[src/rtl/game_tick_gen_pkg.sv]
// game_tick_pkg: shared defaults and helpers for the game tick generator.
// Contents: default 640x480 last-pixel addresses, default widths, the
// per-channel state type and eff_period() (maps a period of 0 to 1).
package game_tick_pkg;

    localparam int unsigned DEF_X_W      = 10;
    localparam int unsigned DEF_Y_W      = 10;
    localparam int unsigned DEF_LAST_X   = 639;
    localparam int unsigned DEF_LAST_Y   = 479;
    localparam int unsigned DEF_NUM_CH   = 2;
    localparam int unsigned DEF_PERIOD_W = 4;
    localparam int unsigned DEF_CNT_W    = 8;

    typedef enum logic {
        CH_IDLE  = 1'b0,
        CH_COUNT = 1'b1
    } ch_state_t;

    // Frames per tick; a programmed 0 behaves like 1.
    function automatic int unsigned eff_period(input int unsigned period);
        return (period == 0) ? 1 : period;
    endfunction

endpackage

[src/rtl/game_tick_gen_if.sv]
// game_tick_gen_if: scan coordinates, per-channel configuration and tick
// outputs of the game tick generator.
//   master: drives x_in, y_in, period_in, enable_in (and pause_in), reads outputs
//   slave : the generator itself
// Optional macro GAME_TICK_PAUSE_EN adds pause_in.
interface game_tick_gen_if
    import game_tick_pkg::*;
#(
    parameter int unsigned X_W      = DEF_X_W,
    parameter int unsigned Y_W      = DEF_Y_W,
    parameter int unsigned NUM_CH   = DEF_NUM_CH,
    parameter int unsigned PERIOD_W = DEF_PERIOD_W,
    parameter int unsigned CNT_W    = DEF_CNT_W
) ();

    logic [X_W-1:0]             x_in;
    logic [Y_W-1:0]             y_in;
    logic [NUM_CH*PERIOD_W-1:0] period_in;
    logic [NUM_CH-1:0]          enable_in;
`ifdef GAME_TICK_PAUSE_EN
    logic                       pause_in;
`endif
    logic                       frame_end_out;
    logic [NUM_CH-1:0]          tick_out;
    logic [NUM_CH*CNT_W-1:0]    tick_cnt_out;

    modport master (
`ifdef GAME_TICK_PAUSE_EN
        output pause_in,
`endif
        output x_in, y_in, period_in, enable_in,
        input  frame_end_out, tick_out, tick_cnt_out
    );

    modport slave (
`ifdef GAME_TICK_PAUSE_EN
        input  pause_in,
`endif
        input  x_in, y_in, period_in, enable_in,
        output frame_end_out, tick_out, tick_cnt_out
    );

endinterface

[src/rtl/game_tick_gen_channel.sv]
// game_tick_channel: one tick channel. Counts frame ends and emits a
// one-cycle tick every eff_period(i_period) frame ends, with a wrap-around
// tick counter.
//   in_clk, reset : clock, asynchronous active-high reset
//   i_frame_end   : registered one-cycle frame-end pulse
//   i_period      : frames per tick (0 treated as 1)
//   i_enable      : channel enable; disabled clears the frame count
//   i_pause       : freeze frame count and tick count
//   o_tick        : one-cycle tick
//   o_tick_cnt    : number of ticks issued, modulo 2^CNT_W
module game_tick_channel
    import game_tick_pkg::*;
#(
    parameter int unsigned PERIOD_W = DEF_PERIOD_W,
    parameter int unsigned CNT_W    = DEF_CNT_W
) (
    input  logic                in_clk,
    input  logic                reset,
    input  logic                i_frame_end,
    input  logic [PERIOD_W-1:0] i_period,
    input  logic                i_enable,
    input  logic                i_pause,
    output logic                o_tick,
    output logic [CNT_W-1:0]    o_tick_cnt
);

    ch_state_t           w_state;
    logic [PERIOD_W-1:0] w_last_fcnt;
    logic [PERIOD_W-1:0] r_fcnt;
    logic                r_tick;
    logic [CNT_W-1:0]    r_tick_cnt;

    always_comb begin
        w_state     = (i_enable && !i_pause) ? CH_COUNT : CH_IDLE;
        w_last_fcnt = PERIOD_W'(eff_period(32'(i_period)) - 1);
    end

    // '>=' so that lowering the period below the current count ticks on
    // the very next frame end instead of running around the counter.
    always_ff @(posedge in_clk or posedge reset) begin
        if (reset) begin
            r_fcnt     <= '0;
            r_tick     <= 1'b0;
            r_tick_cnt <= '0;
        end else begin
            r_tick <= 1'b0;
            case (w_state)
                CH_COUNT: begin
                    if (i_frame_end) begin
                        if (r_fcnt >= w_last_fcnt) begin
                            r_fcnt     <= '0;
                            r_tick     <= 1'b1;
                            r_tick_cnt <= r_tick_cnt + CNT_W'(1);
                        end else begin
                            r_fcnt <= r_fcnt + PERIOD_W'(1);
                        end
                    end
                end
                CH_IDLE: begin
                    // Pause freezes the count; only a disable clears it.
                    if (!i_enable) begin
                        r_fcnt <= '0;
                    end
                end
                default: r_fcnt <= '0;
            endcase
        end
    end

    assign o_tick     = r_tick;
    assign o_tick_cnt = r_tick_cnt;

endmodule

[src/rtl/game_tick_gen.sv]
// game_tick_gen: multi-channel game tick generator. Detects the end of each
// displayed frame from the scan coordinates and drives NUM_CH independently
// programmable tick channels.
//   in_clk : clock
//   reset  : asynchronous, active-high reset
//   bus    : game_tick_gen_if.slave (coordinates, periods, enables, outputs)
// Optional macro GAME_TICK_PAUSE_EN: adds pause_in, which freezes all
// channels while frame_end_out keeps pulsing.
module game_tick_gen
    import game_tick_pkg::*;
#(
    parameter int unsigned X_W      = DEF_X_W,
    parameter int unsigned Y_W      = DEF_Y_W,
    parameter int unsigned LAST_X   = DEF_LAST_X,
    parameter int unsigned LAST_Y   = DEF_LAST_Y,
    parameter int unsigned NUM_CH   = DEF_NUM_CH,
    parameter int unsigned PERIOD_W = DEF_PERIOD_W,
    parameter int unsigned CNT_W    = DEF_CNT_W
) (
    input  logic          in_clk,
    input  logic          reset,
    game_tick_gen_if.slave bus
);

    logic                    w_match;
    logic                    w_pause;
    logic                    r_match;
    logic                    r_frame_end;
    logic [NUM_CH-1:0]       w_tick;
    logic [NUM_CH*CNT_W-1:0] w_tick_cnt;

    always_comb begin
        w_match = (bus.x_in == X_W'(LAST_X)) && (bus.y_in == Y_W'(LAST_Y));
`ifdef GAME_TICK_PAUSE_EN
        w_pause = bus.pause_in;
`else
        w_pause = 1'b0;
`endif
    end

    // r_match resets to 1 so releasing reset on the last pixel does not
    // report a frame end for a frame that was never fully scanned.
    always_ff @(posedge in_clk or posedge reset) begin
        if (reset) begin
            r_match     <= 1'b1;
            r_frame_end <= 1'b0;
        end else begin
            r_match     <= w_match;
            r_frame_end <= w_match & ~r_match;
        end
    end

    for (genvar gi = 0; gi < NUM_CH; gi++) begin : g_ch
        game_tick_channel #(
            .PERIOD_W (PERIOD_W),
            .CNT_W    (CNT_W)
        ) u_ch (
            .in_clk      (in_clk),
            .reset       (reset),
            .i_frame_end (r_frame_end),
            .i_period    (bus.period_in[gi*PERIOD_W +: PERIOD_W]),
            .i_enable    (bus.enable_in[gi]),
            .i_pause     (w_pause),
            .o_tick      (w_tick[gi]),
            .o_tick_cnt  (w_tick_cnt[gi*CNT_W +: CNT_W])
        );
    end

    assign bus.frame_end_out = r_frame_end;
    assign bus.tick_out      = w_tick;
    assign bus.tick_cnt_out  = w_tick_cnt;

endmodule

[src/flat_wrapper.sv]
// flat-port wrapper written by rule: the top's interface ports become plain ports
module game_tick_gen_flat import game_tick_pkg::*;
#(
    parameter int unsigned X_W      = DEF_X_W,
    parameter int unsigned Y_W      = DEF_Y_W,
    parameter int unsigned LAST_X   = DEF_LAST_X,
    parameter int unsigned LAST_Y   = DEF_LAST_Y,
    parameter int unsigned NUM_CH   = DEF_NUM_CH,
    parameter int unsigned PERIOD_W = DEF_PERIOD_W,
    parameter int unsigned CNT_W    = DEF_CNT_W
)
  (in_clk, reset, bus_x_in, bus_y_in, bus_period_in, bus_enable_in, bus_frame_end_out, bus_tick_out, bus_tick_cnt_out);
  game_tick_gen_if #(.X_W(X_W), .Y_W(Y_W), .NUM_CH(NUM_CH), .PERIOD_W(PERIOD_W), .CNT_W(CNT_W)) bus_i ();
  input  logic in_clk;
  input  logic reset;
  input wire logic [$bits(bus_i.x_in)-1:0] bus_x_in;
  input wire logic [$bits(bus_i.y_in)-1:0] bus_y_in;
  input wire logic [$bits(bus_i.period_in)-1:0] bus_period_in;
  input wire logic [$bits(bus_i.enable_in)-1:0] bus_enable_in;
  output wire logic [$bits(bus_i.frame_end_out)-1:0] bus_frame_end_out;
  output wire logic [$bits(bus_i.tick_out)-1:0] bus_tick_out;
  output wire logic [$bits(bus_i.tick_cnt_out)-1:0] bus_tick_cnt_out;
  assign bus_i.x_in = bus_x_in;
  assign bus_i.y_in = bus_y_in;
  assign bus_i.period_in = bus_period_in;
  assign bus_i.enable_in = bus_enable_in;
  assign bus_frame_end_out = bus_i.frame_end_out;
  assign bus_tick_out = bus_i.tick_out;
  assign bus_tick_cnt_out = bus_i.tick_cnt_out;
  game_tick_gen #(.X_W(X_W), .Y_W(Y_W), .LAST_X(LAST_X), .LAST_Y(LAST_Y), .NUM_CH(NUM_CH), .PERIOD_W(PERIOD_W), .CNT_W(CNT_W)) u_core (.in_clk(in_clk), .reset(reset), .bus(bus_i));
endmodule
[config.mk]
export PLATFORM = sky130hd
export DESIGN_NAME = game_tick_gen_flat
export DESIGN_NICKNAME = d
export VERILOG_FILES = /design/src/rtl/game_tick_gen_pkg.sv /design/src/rtl/game_tick_gen_if.sv /design/src/rtl/game_tick_gen_channel.sv /design/src/rtl/game_tick_gen.sv /design/src/flat_wrapper.sv
export SDC_FILE = /design/constraint.sdc
export NUM_CORES = 1
export LEC_CHECK = 0
export CELL_PAD_IN_SITES_DETAIL_PLACEMENT = 1
export CELL_PAD_IN_SITES_GLOBAL_PLACEMENT = 2
export CORE_MARGIN = 2
export CORE_UTILIZATION = 31
export DETAILED_ROUTE_END_ITERATION = 8
export GPL_TIMING_DRIVEN = 0
export HOLD_SLACK_MARGIN = 0.06
export PLACE_DENSITY_LB_ADDON = 0.1
export SKIP_LAST_GASP = 1
export SLEW_MARGIN = 0
export SYNTH_ARGS = -nofsm -noshare
export SYNTH_HDL_FRONTEND = slang
export SYNTH_SLANG_ARGS = --single-unit
[constraint.sdc]
create_clock -name in_clk -period 3.7 [get_ports in_clk]
set_input_delay 0.555 -clock in_clk [delete_from_list [all_inputs] [get_ports in_clk]]
set_output_delay 0.555 -clock in_clk [all_outputs]
set_load 0.02 [all_outputs]
## Word-level counts from Yosys, hierarchy flattened

Cells that the tools add are included.

| storage, ports and cells | value |
|---|---|
| register bits | 28 |
| output and inout port bits | 19 |

| operators by class | value |
|---|---|
| $add $sub $neg | 6 |
| $lt $le $gt $ge | 2 |
| equal/unequal tests | 6 |
| mux-type cells | 18 |
| bitwise operators | 4 |
| reduce and logical (&&, ||, !) cells | 7 |

Operators with widths:

| kind | number |
|---|---|
| 4-bit 2-to-1 mux | 8 |
| 8-bit by 1-bit adder with 8-bit output (second input constant) | 2 |
| 4-bit one-hot mux with 2 select lines | 2 |
| 10-bit equality test (second input constant) | 1 |
| 10-bit by 9-bit equality test with 1-bit output (second input constant) | 1 |
| 4-bit by 1-bit adder with 4-bit output (second input constant) | 2 |
| 4-bit greater-or-equal comparator | 2 |
| 4-bit logical NOT | 2 |
| 1-bit 2-to-1 mux | 8 |
| 4-bit by 1-bit subtractor with 4-bit output (second input constant) | 2 |
| 3-bit AND reduction | 2 |
| 2-bit by 1-bit != test with 1-bit output (second input constant) | 2 |
| 2-bit != test (second input constant) | 2 |
| 2-bit AND reduction | 2 |
| 1-bit inverter | 3 |
| 1-bit bitwise AND | 1 |
| 1-bit logical AND | 1 |

## Depth between registers and ports, before layout

Gate-level depths: netlist of run 1.

| depth | value |
|---|---|
| word-level depth | 7 |
| gate-level depth with buffers | 9 |

## By module

From an unflattened synthesis of run 1, not the netlist that was laid out.

| second synthesis, totals | value |
|---|---|
| cells, all modules | 173 |
| area, all modules | 1,705.4 sq um |

By module, submodules not included:

| module | instances | cells each | area each (sq um) | sequential area each (sq um) |
|---|---|---|---|---|
| game_tick_channel | 2 | 80 | 788.3 | 325.3 |
| game_tick_gen | 1 | 13 | 128.9 | 51.3 |

## Worst setup path before layout of run 1

OpenSTA, ideal clock, no wires.

| timing path | value |
|---|---|
| path type | input-to-reg |
| from | input bus_period_in[4] |
| to | register u_core.g_ch[1].u_ch.r_tick_cnt[1] |
| library setup time | 0.125 ns |
| arrival time | 2.261 ns |
| setup slack | 1.314 ns |
| cell stages on the path | 8 |
| buffers on the path | 0 |
| cell sequence | or2_2 nor3b_1 a21oi_1 ha_1 o21a_1 o211ai_2 nor2_4 mux2_4 |

| on the way | value |
|---|---|
| word-level cells in the longest chain between the ends | 5 |

Ends and longest elaborated chain:

| element | line | RTL |
|---|---|---|
| start: declaration | flat_wrapper.sv:18 | `input wire logic [$bits(bus_i.period_in)-1:0] bus_period_in;` |
| 4-bit logical NOT | game_tick_gen_pkg.sv:21 | `return (period == 0) ? 1 : period;` |
| 4-bit 2-to-1 mux (*) | game_tick_gen_pkg.sv:21 |  |
| 4-bit by 1-bit subtractor with 4-bit output (*) | game_tick_gen_channel.sv:35 | `w_last_fcnt = PERIOD_W'(eff_period(32'(i_period)) - 1);` |
| 4-bit greater-or-equal comparator (*) | game_tick_gen_channel.sv:50 | `if (r_fcnt >= w_last_fcnt) begin` |
| 3-bit AND reduction (no line) (*) | n/a |  |
| end signal: assignment | game_tick_gen_channel.sv:53 | `r_tick_cnt <= r_tick_cnt + CNT_W'(1);` |
| end: declaration | game_tick_gen_channel.sv:31 | `logic [CNT_W-1:0] r_tick_cnt;` |

Every way passes the cells marked *; elsewhere a longest branch is shown, timed or not.
A chain may end at the register's enable or synchronous reset.

## Final worst setup path of run 1

Same ends and word-level chain as after synthesis.

==> results.toml, run 1 <==
[detailed_routing]
route.detailed.drc = 0
routedWlPerCell_microns = 15.1
wl_mm = 4.22
final_antenna_net_count = 0
first_pass_iters = 4
drt-initial-drc-count = 37
vias_per_cell = 5.12
vias = 1428

[sta]
finalSetupTns_ps = 0
maxSlewHeadroom_pct = 28.4
period_share_pct = 75.2
fin_crit_ps = 2780
clock.fmax_mhz = 360
rsz0062_at_grt = "no"
tightest_slew_ps = 1070
finalHoldViolCount = 0
maxSlewViolCount = 0
skew_ps = 9.59
setup_violations = 0

[yosys]
synth_area_sq_um = 1690
ys.warnings.count = 0
synth_nets = 197
synth_seq_cells = 28
synth-async-reset-ratio_pct = 100
yosys-top-cells-area = "dfrtp_1 (40%), ha_1 (7.4%), xor2_1 (7.3%)"
synth_seq_area_share_pct = 41.6
synth_edf_count = 0
synthCells = 155
yosysTopAreaCell = "dfrtp_1"
ys.flop_type = "dfrtp_1"
synth_common_cells = "dfrtp_1 (27), xor2_1 (14), nor3_1 (13)"
synth.avg_cell_area_sq_um = 10.9
synth_cell_type_count = 36
post-synth-top-count-cell = "dfrtp_1"
synth_top_area_share_pct = 40.1

[worst_setup_path]
start_kind = "primary input"
end_kind = "flip-flop"
slowest_stage = "clkdlybuf4s50_1"
crit_required_ps = 3870
crit_type = "primary input to flip-flop"
r2r_start = "u_core.g_ch[0].u_ch.r_fcnt[3]$_DFFE_PP0P_"
r2r-end = "u_core.g_ch[0].u_ch.o_tick_cnt[1]$_DFFE_PP0P_"
cp_max_fo = 7
crit_arrival_ps = 2950
r2r_slack_ps = 1740
r2r.worst_path.cells = 6
cp_slowest_stage_delay_ps = 470
crit_chain = "clkdlybuf4s50_1 > or2_2 > nor3b_1 > a21oi_1 > ha_1 > o21a_1 > o211ai_2 > nor2_4 > mux2_4"

[global_route]
grt_pass1_wl_mm = 7.37
grt_antenna_before_repair = 0
gr-total-overflow = 0
grt_util_met1_pct = 18.3
use_met2_pct = 26.8
track_usage_pct = 14.9
grt_pass1_vias = 1597
use_met3_pct = 2.33
grt_max_degree = 29
grt.busiest_layer = "met2"

[cells_and_area]
fill_cells = 561
diodes = 0
drive_gt1_share_pct = 12.0
final_core_util_pct = 45.0
area_growth_pct = 38.2
fin_nets = 252

[floorplanning]
initial_core_util_pct = 32.6
design.die.area_sq_um = 6040
core_area_sq_um = 5170
rows = 26
ios = 51
die_h_microns = 77.7
die_x_microns = 77.7

[run]
drv_cap = 0

[clocking]
cts_made_buffers = 3
cts_hold_buffers = 0
clock_latency_ps = 280
post_cts_buffers = 0
clkTransAtPathRegs_ps = 100
cts_root_buffer = "clkbuf_8"
ctsLongestPathBuffers = 2
ctsResizeCount = 0
cts_tree = "done"
htree_levels = 1
clock-sinks = 28

[hold_path]
min_path_type = "flip-flop to flip-flop"
holdCritStartpoint = "u_core.g_ch[0].u_ch.o_tick_cnt[7]$_DFFE_PP0P_"
whs_endpoint = "u_core.g_ch[0].u_ch.o_tick_cnt[7]$_DFFE_PP0P_"
worstHoldPathCells = 1

[power_and_ir_drop]
irDropWorstVdd_mv = 0.138
powerDensity_nw_per_um2 = 248
p_total_mw = 0.578
leakage_nw = 1.04

[run_status]
status = "finished, final reports clean"

[placed_design]
port_buffers = 50
hpwl_mm = 3.41
gp_congestion = 0.848
-- flip-flops by register name, indices dropped and copies added (netlist names) --
signal	count
u_core.bus.frame_end_out	1
u_core.g_ch.u_ch.o_tick	2
u_core.g_ch.u_ch.o_tick_cnt	16
u_core.g_ch.u_ch.r_fcnt	8
u_core.r_match	1
-- critical path, delay by kind of cell --
family | cells | cell delay (ps)
buf+inv | 1 | 470
simple gates | 3 | 600
fa+ha+maj | 1 | 320
compound gates | 3 | 680
mux | 1 | 310
-- final cells by class --
type / count / area [sq um] / area share [%]
Tap cell: 70 / 87.6 / 3.76
Timing Repair Buffer: 50 / 500 / 21.5
Buffer: 4 / 30.0 / 1.29
Clock buffer: 4 / 55.1 / 2.36
Inverter: 1 / 3.75 / 0.161
Multi-Input combinational cell: 122 / 950 / 40.8
Sequential cell: 28 / 702 / 30.1
-- per-layer routing --
metal,up-vias,part of all wire (%)
li1,693,-
met1,689,44
met2,41,52
met3,5,3.8
met4,0,0.78
met5,-,0
-- power breakdown --
part / switching [mW] / leakage [nW] / internal (mW)
Sequential: 0.000000369 / 0.388 / 0.306
Clock: 0.0973 / 0.0288 / 0.0954
Combinational: 0.0357 / 0.628 / 0.0443
-- how the worst max path moves through the flow --
stage                                start                                            end  slack, ps  cells after the start
final                     bus_period_in[4]  u_core.g_ch[1].u_ch.o_tick_cnt[1]$_DFFE_PP0P_        920                      9
after global routing      bus_period_in[0]  u_core.g_ch[0].u_ch.o_tick_cnt[1]$_DFFE_PP0P_        710                      9
after CTS                 bus_period_in[0]  u_core.g_ch[0].u_ch.o_tick_cnt[1]$_DFFE_PP0P_        910                      9
after detailed placement  bus_period_in[0]  u_core.g_ch[0].u_ch.o_tick_cnt[1]$_DFFE_PP0P_        610                      9
after global placement    bus_period_in[4]  u_core.g_ch[1].u_ch.o_tick_cnt[1]$_DFFE_PP0P_        660                      9
after floorplan           bus_period_in[4]  u_core.g_ch[1].u_ch.o_tick_cnt[1]$_DFFE_PP0P_       1310                      8
-- placed cells by master, fill, tap and decap left out, types with 3 or more instances in the layout --
cell / Yosys / layout
nor3_1: 13 / 13
or3_1: 3 / 3
nand3_1: 8 / 8
nor2b_1: 5 / 5
nand4b_1: 4 / 4
clkdlybuf4s50_1: 0 / 50
a21oi_1: 6 / 6
a221o_1: 3 / 3
dfrtp_1: 27 / 27
ha_1: 10 / 10
o21ai_0: 4 / 4
nor2_1: 6 / 6
nand2_1: 6 / 6
nor3b_1: 4 / 4
xor2_1: 14 / 14
buf_4: 4 / 4
clkbuf_8: 0 / 4
nand4_1: 5 / 5
-- stage by stage --
| stage | hold slack (ps) | cells | setup WS, ps | area, sq um |
|---|---|---|---|---|
| 2_1_floorplan | 464 | 155 | 1310 | 1690 |
| 3_3_place_gp | 456 | 275 | 661 | 2270 |
| 3_5_place_dp | 474 | 275 | 610 | 2270 |
| 4_1_cts | 492 | 279 | 908 | 2330 |
| 5_1_grt | 513 | 279 | 714 | 2330 |
| 6_report | 486 | 279 | 918 | 2330 |
-- kinds of logic after synthesis --
group	Yosys count	share of synthesized area, %
adders and majority gates	10	7.42
and+or+nand+nor	70	28.3
buffers and inverters	5	2.00
DFF	28	41.6
xor gates and xnor gates	14	7.28
AOI/OAI and AO/OA	26	11.6
muxes	2	1.78
(Power assumes the default switching activity.)
==> inputs of run 2 (changes only) <==
--- a/config.mk
+++ b/config.mk
@@ -8,7 +8,7 @@
 export CELL_PAD_IN_SITES_DETAIL_PLACEMENT = 1
 export CELL_PAD_IN_SITES_GLOBAL_PLACEMENT = 2
 export CORE_MARGIN = 2
-export CORE_UTILIZATION = 31
+export CORE_UTILIZATION = 29
 export DETAILED_ROUTE_END_ITERATION = 8
 export GPL_TIMING_DRIVEN = 0
 export HOLD_SLACK_MARGIN = 0.06
==> constraint.sdc (replaced) <==
create_clock -name in_clk -period 2.7 [get_ports in_clk]
set_input_delay 0.405 -clock in_clk [delete_from_list [all_inputs] [get_ports in_clk]]
set_output_delay 0.405 -clock in_clk [all_outputs]
set_load 0.02 [all_outputs]
==> run 2 against run 1 <==
Net effect:
- flip-flop and latch count unchanged
- total power increased by 49%
- final cell count increased by 0.72%
- largest power group unchanged
- critical endpoint unchanged
- wire length decreased by 4.9%
- sequential share of layout area decreased by 0.43 points
- setup slack got worse by 810 ps
==> results.toml, run 2 (same netlist as run 1, synthesis figures left out) <==
[run_status]
status = "finished, final reports clean"

[sta]
fin_crit_ps = 2590
period_share_pct = 96.1
finalHoldViolCount = 0
maxSlewViolCount = 0
whs_ps = 473
maxSlewHeadroom_pct = 28.2
rsz0062_at_grt = "yes"
setup_violations = 0
worst_slack_ps = 106
tightest_slew_ps = 1080
finalSetupTns_ps = 0
clock.fmax_mhz = 386
skew_ps = 1.71

[cells_and_area]
final_core_util_pct = 42.4
diodes = 0
final_common_cell = "clkdlybuf4s50_1"
fill_cells = 627
layout_common_cells = "clkdlybuf4s50_1 (50), dfrtp_1 (27), xor2_1 (14)"
regArea_sq_um = 702
fin_nets = 252
drive_gt1_share_pct = 12.4
multi_input_area_sq_um = 965
largest_reg_flops = 16
area_growth_pct = 40.2
finalNonFillerCells = 281

[clocking]
ctsLongestPathBuffers = 2
cts_tree = "done"
clock-sinks = 28
htree_levels = 1
cts_root_buffer = "clkbuf_8"
clock_latency_ps = 270
cts_hold_buffers = 0
cts_made_buffers = 3
ctsResizeCount = 0
clkTransAtPathRegs_ps = 100
post_cts_buffers = 0

[floorplanning]
ios = 51
rows = 27
core_area_sq_um = 5570
initial_core_util_pct = 30.2
design.die.area_sq_um = 6440
die_x_microns = 80.2
die_h_microns = 80.2

[worst_setup_path]
r2r_slack_ps = 770
r2r.worst_path.cells = 6
cp_slowest_stage_delay_ps = 460
crit_required_ps = 2870
crit_arrival_ps = 2760
cp_max_fo = 7
crit_type = "primary input to flip-flop"
slowest_stage = "clkdlybuf4s50_1"
r2r-end = "u_core.g_ch[0].u_ch.o_tick_cnt[1]$_DFFE_PP0P_"
r2r_start = "u_core.g_ch[0].u_ch.r_fcnt[1]$_DFFE_PP0P_"
start_kind = "primary input"
crit_chain = "clkdlybuf4s50_1 > or2_2 > o21ai_0 > ha_1 > a21oi_1 > nor4bb_1 > buf_4 > nor2_4 > mux2_4"
end_kind = "flip-flop"

[global_route]
grt_max_degree = 29
use_met2_pct = 25.9
use_met3_pct = 3.03
grt_pass1_wl_mm = 7.06
gr-total-overflow = 0
track_usage_pct = 13.6
grt_pass1_vias = 1590
grt_util_met1_pct = 15.6
grt_antenna_before_repair = 0
grt.busiest_layer = "met2"

[detailed_routing]
drt-initial-drc-count = 60
vias = 1426
wl_mm = 4.02
route.detailed.drc = 0
vias_per_cell = 5.07
routedWlPerCell_microns = 14.3
final_antenna_net_count = 0
first_pass_iters = 4

[placed_design]
port_buffers = 50
place_ws_ps = -248
dp.cells = 277
gp_congestion = 0.741
hpwl_mm = 3.30

[power_and_ir_drop]
powerDensity_nw_per_um2 = 365
irDropWorstVdd_mv = 0.219
leakage_nw = 1.05

[run]
drv_cap = 0

[hold_path]
whs_endpoint = "u_core.g_ch[1].u_ch.o_tick_cnt[7]$_DFFE_PP0P_"
worstHoldPathCells = 1
holdCritStartpoint = "u_core.g_ch[1].u_ch.o_tick_cnt[7]$_DFFE_PP0P_"
min_path_type = "flip-flop to flip-flop"
## run 2: cell types whose count changed in the layout (fill, tap and decap cells not counted), sizes merged
cell    before  now
clkbuf       4    3
bufinv       0    1
## run 2: worst max-delay path by stage
stage,start,endpoint,slack (ps)
after floorplan,bus_period_in[4],u_core.g_ch[1].u_ch.o_tick_cnt[1]$_DFFE_PP0P_,460
after global placement,bus_period_in[0],u_core.g_ch[0].u_ch.o_tick_cnt[1]$_DFFE_PP0P_,-210
after detailed placement,bus_period_in[4],u_core.g_ch[1].u_ch.o_tick_cnt[1]$_DFFE_PP0P_,-250
after CTS,bus_period_in[4],u_core.g_ch[1].u_ch.o_tick_cnt[1]$_DFFE_PP0P_,60
after global routing,bus_period_in[1],u_core.g_ch[0].u_ch.o_tick_cnt[1]$_DFFE_PP0P_,-40
final,bus_period_in[4],u_core.g_ch[1].u_ch.o_tick_cnt[1]$_DFFE_PP0P_,110
## run 2: power by group
group / switching [mW] / internal [mW] / total [mW] / leakage, nW
combinational: 0.0480 / 0.0613 / 0.109 / 0.626
clock: 0.135 / 0.199 / 0.334 / 0.0357
sequential: 0.000000527 / 0.419 / 0.419 / 0.388
total: 0.183 / 0.679 / 0.862 / 1.05
## run 2: area by class of cell
class | count | share of cell area, %
buffer | 4 | 1.27
inverter | 1 | 0.159
timing repair buffer | 50 | 21.2
clock buffer | 3 | 1.75
multi-input combinational | 122 | 40.8
tap | 72 | 3.81
clock inverter | 1 | 1.27
sequential | 28 | 29.7
## run 2: worst max-delay path, delay by kind of cell
kind,cells,cell delay (ps)
buffers and inverters,2,680
and+or+nand+nor,3,640
AOI/OAI and AO/OA,2,430
adders and majority gates,1,310
muxes,1,300
## run 2: stage by stage
step | instance area, sq um | total power [mW]
CTS | 2350 | 0.877
global placement | 2280 | 0.534
floorplan | 1690 | 0.474
detailed placement | 2280 | 0.537
global route | 2360 | 0.901
finish | 2360 | 0.862
## run 2: per-layer routing
| metal | up-vias | share of wire (%) |
|---|---|---|
| li1 | 696 | - |
| met5 | - | 0 |
| met3 | 2 | 4.6 |
| met1 | 689 | 42 |
| met4 | 0 | 0.42 |
| met2 | 39 | 53 |
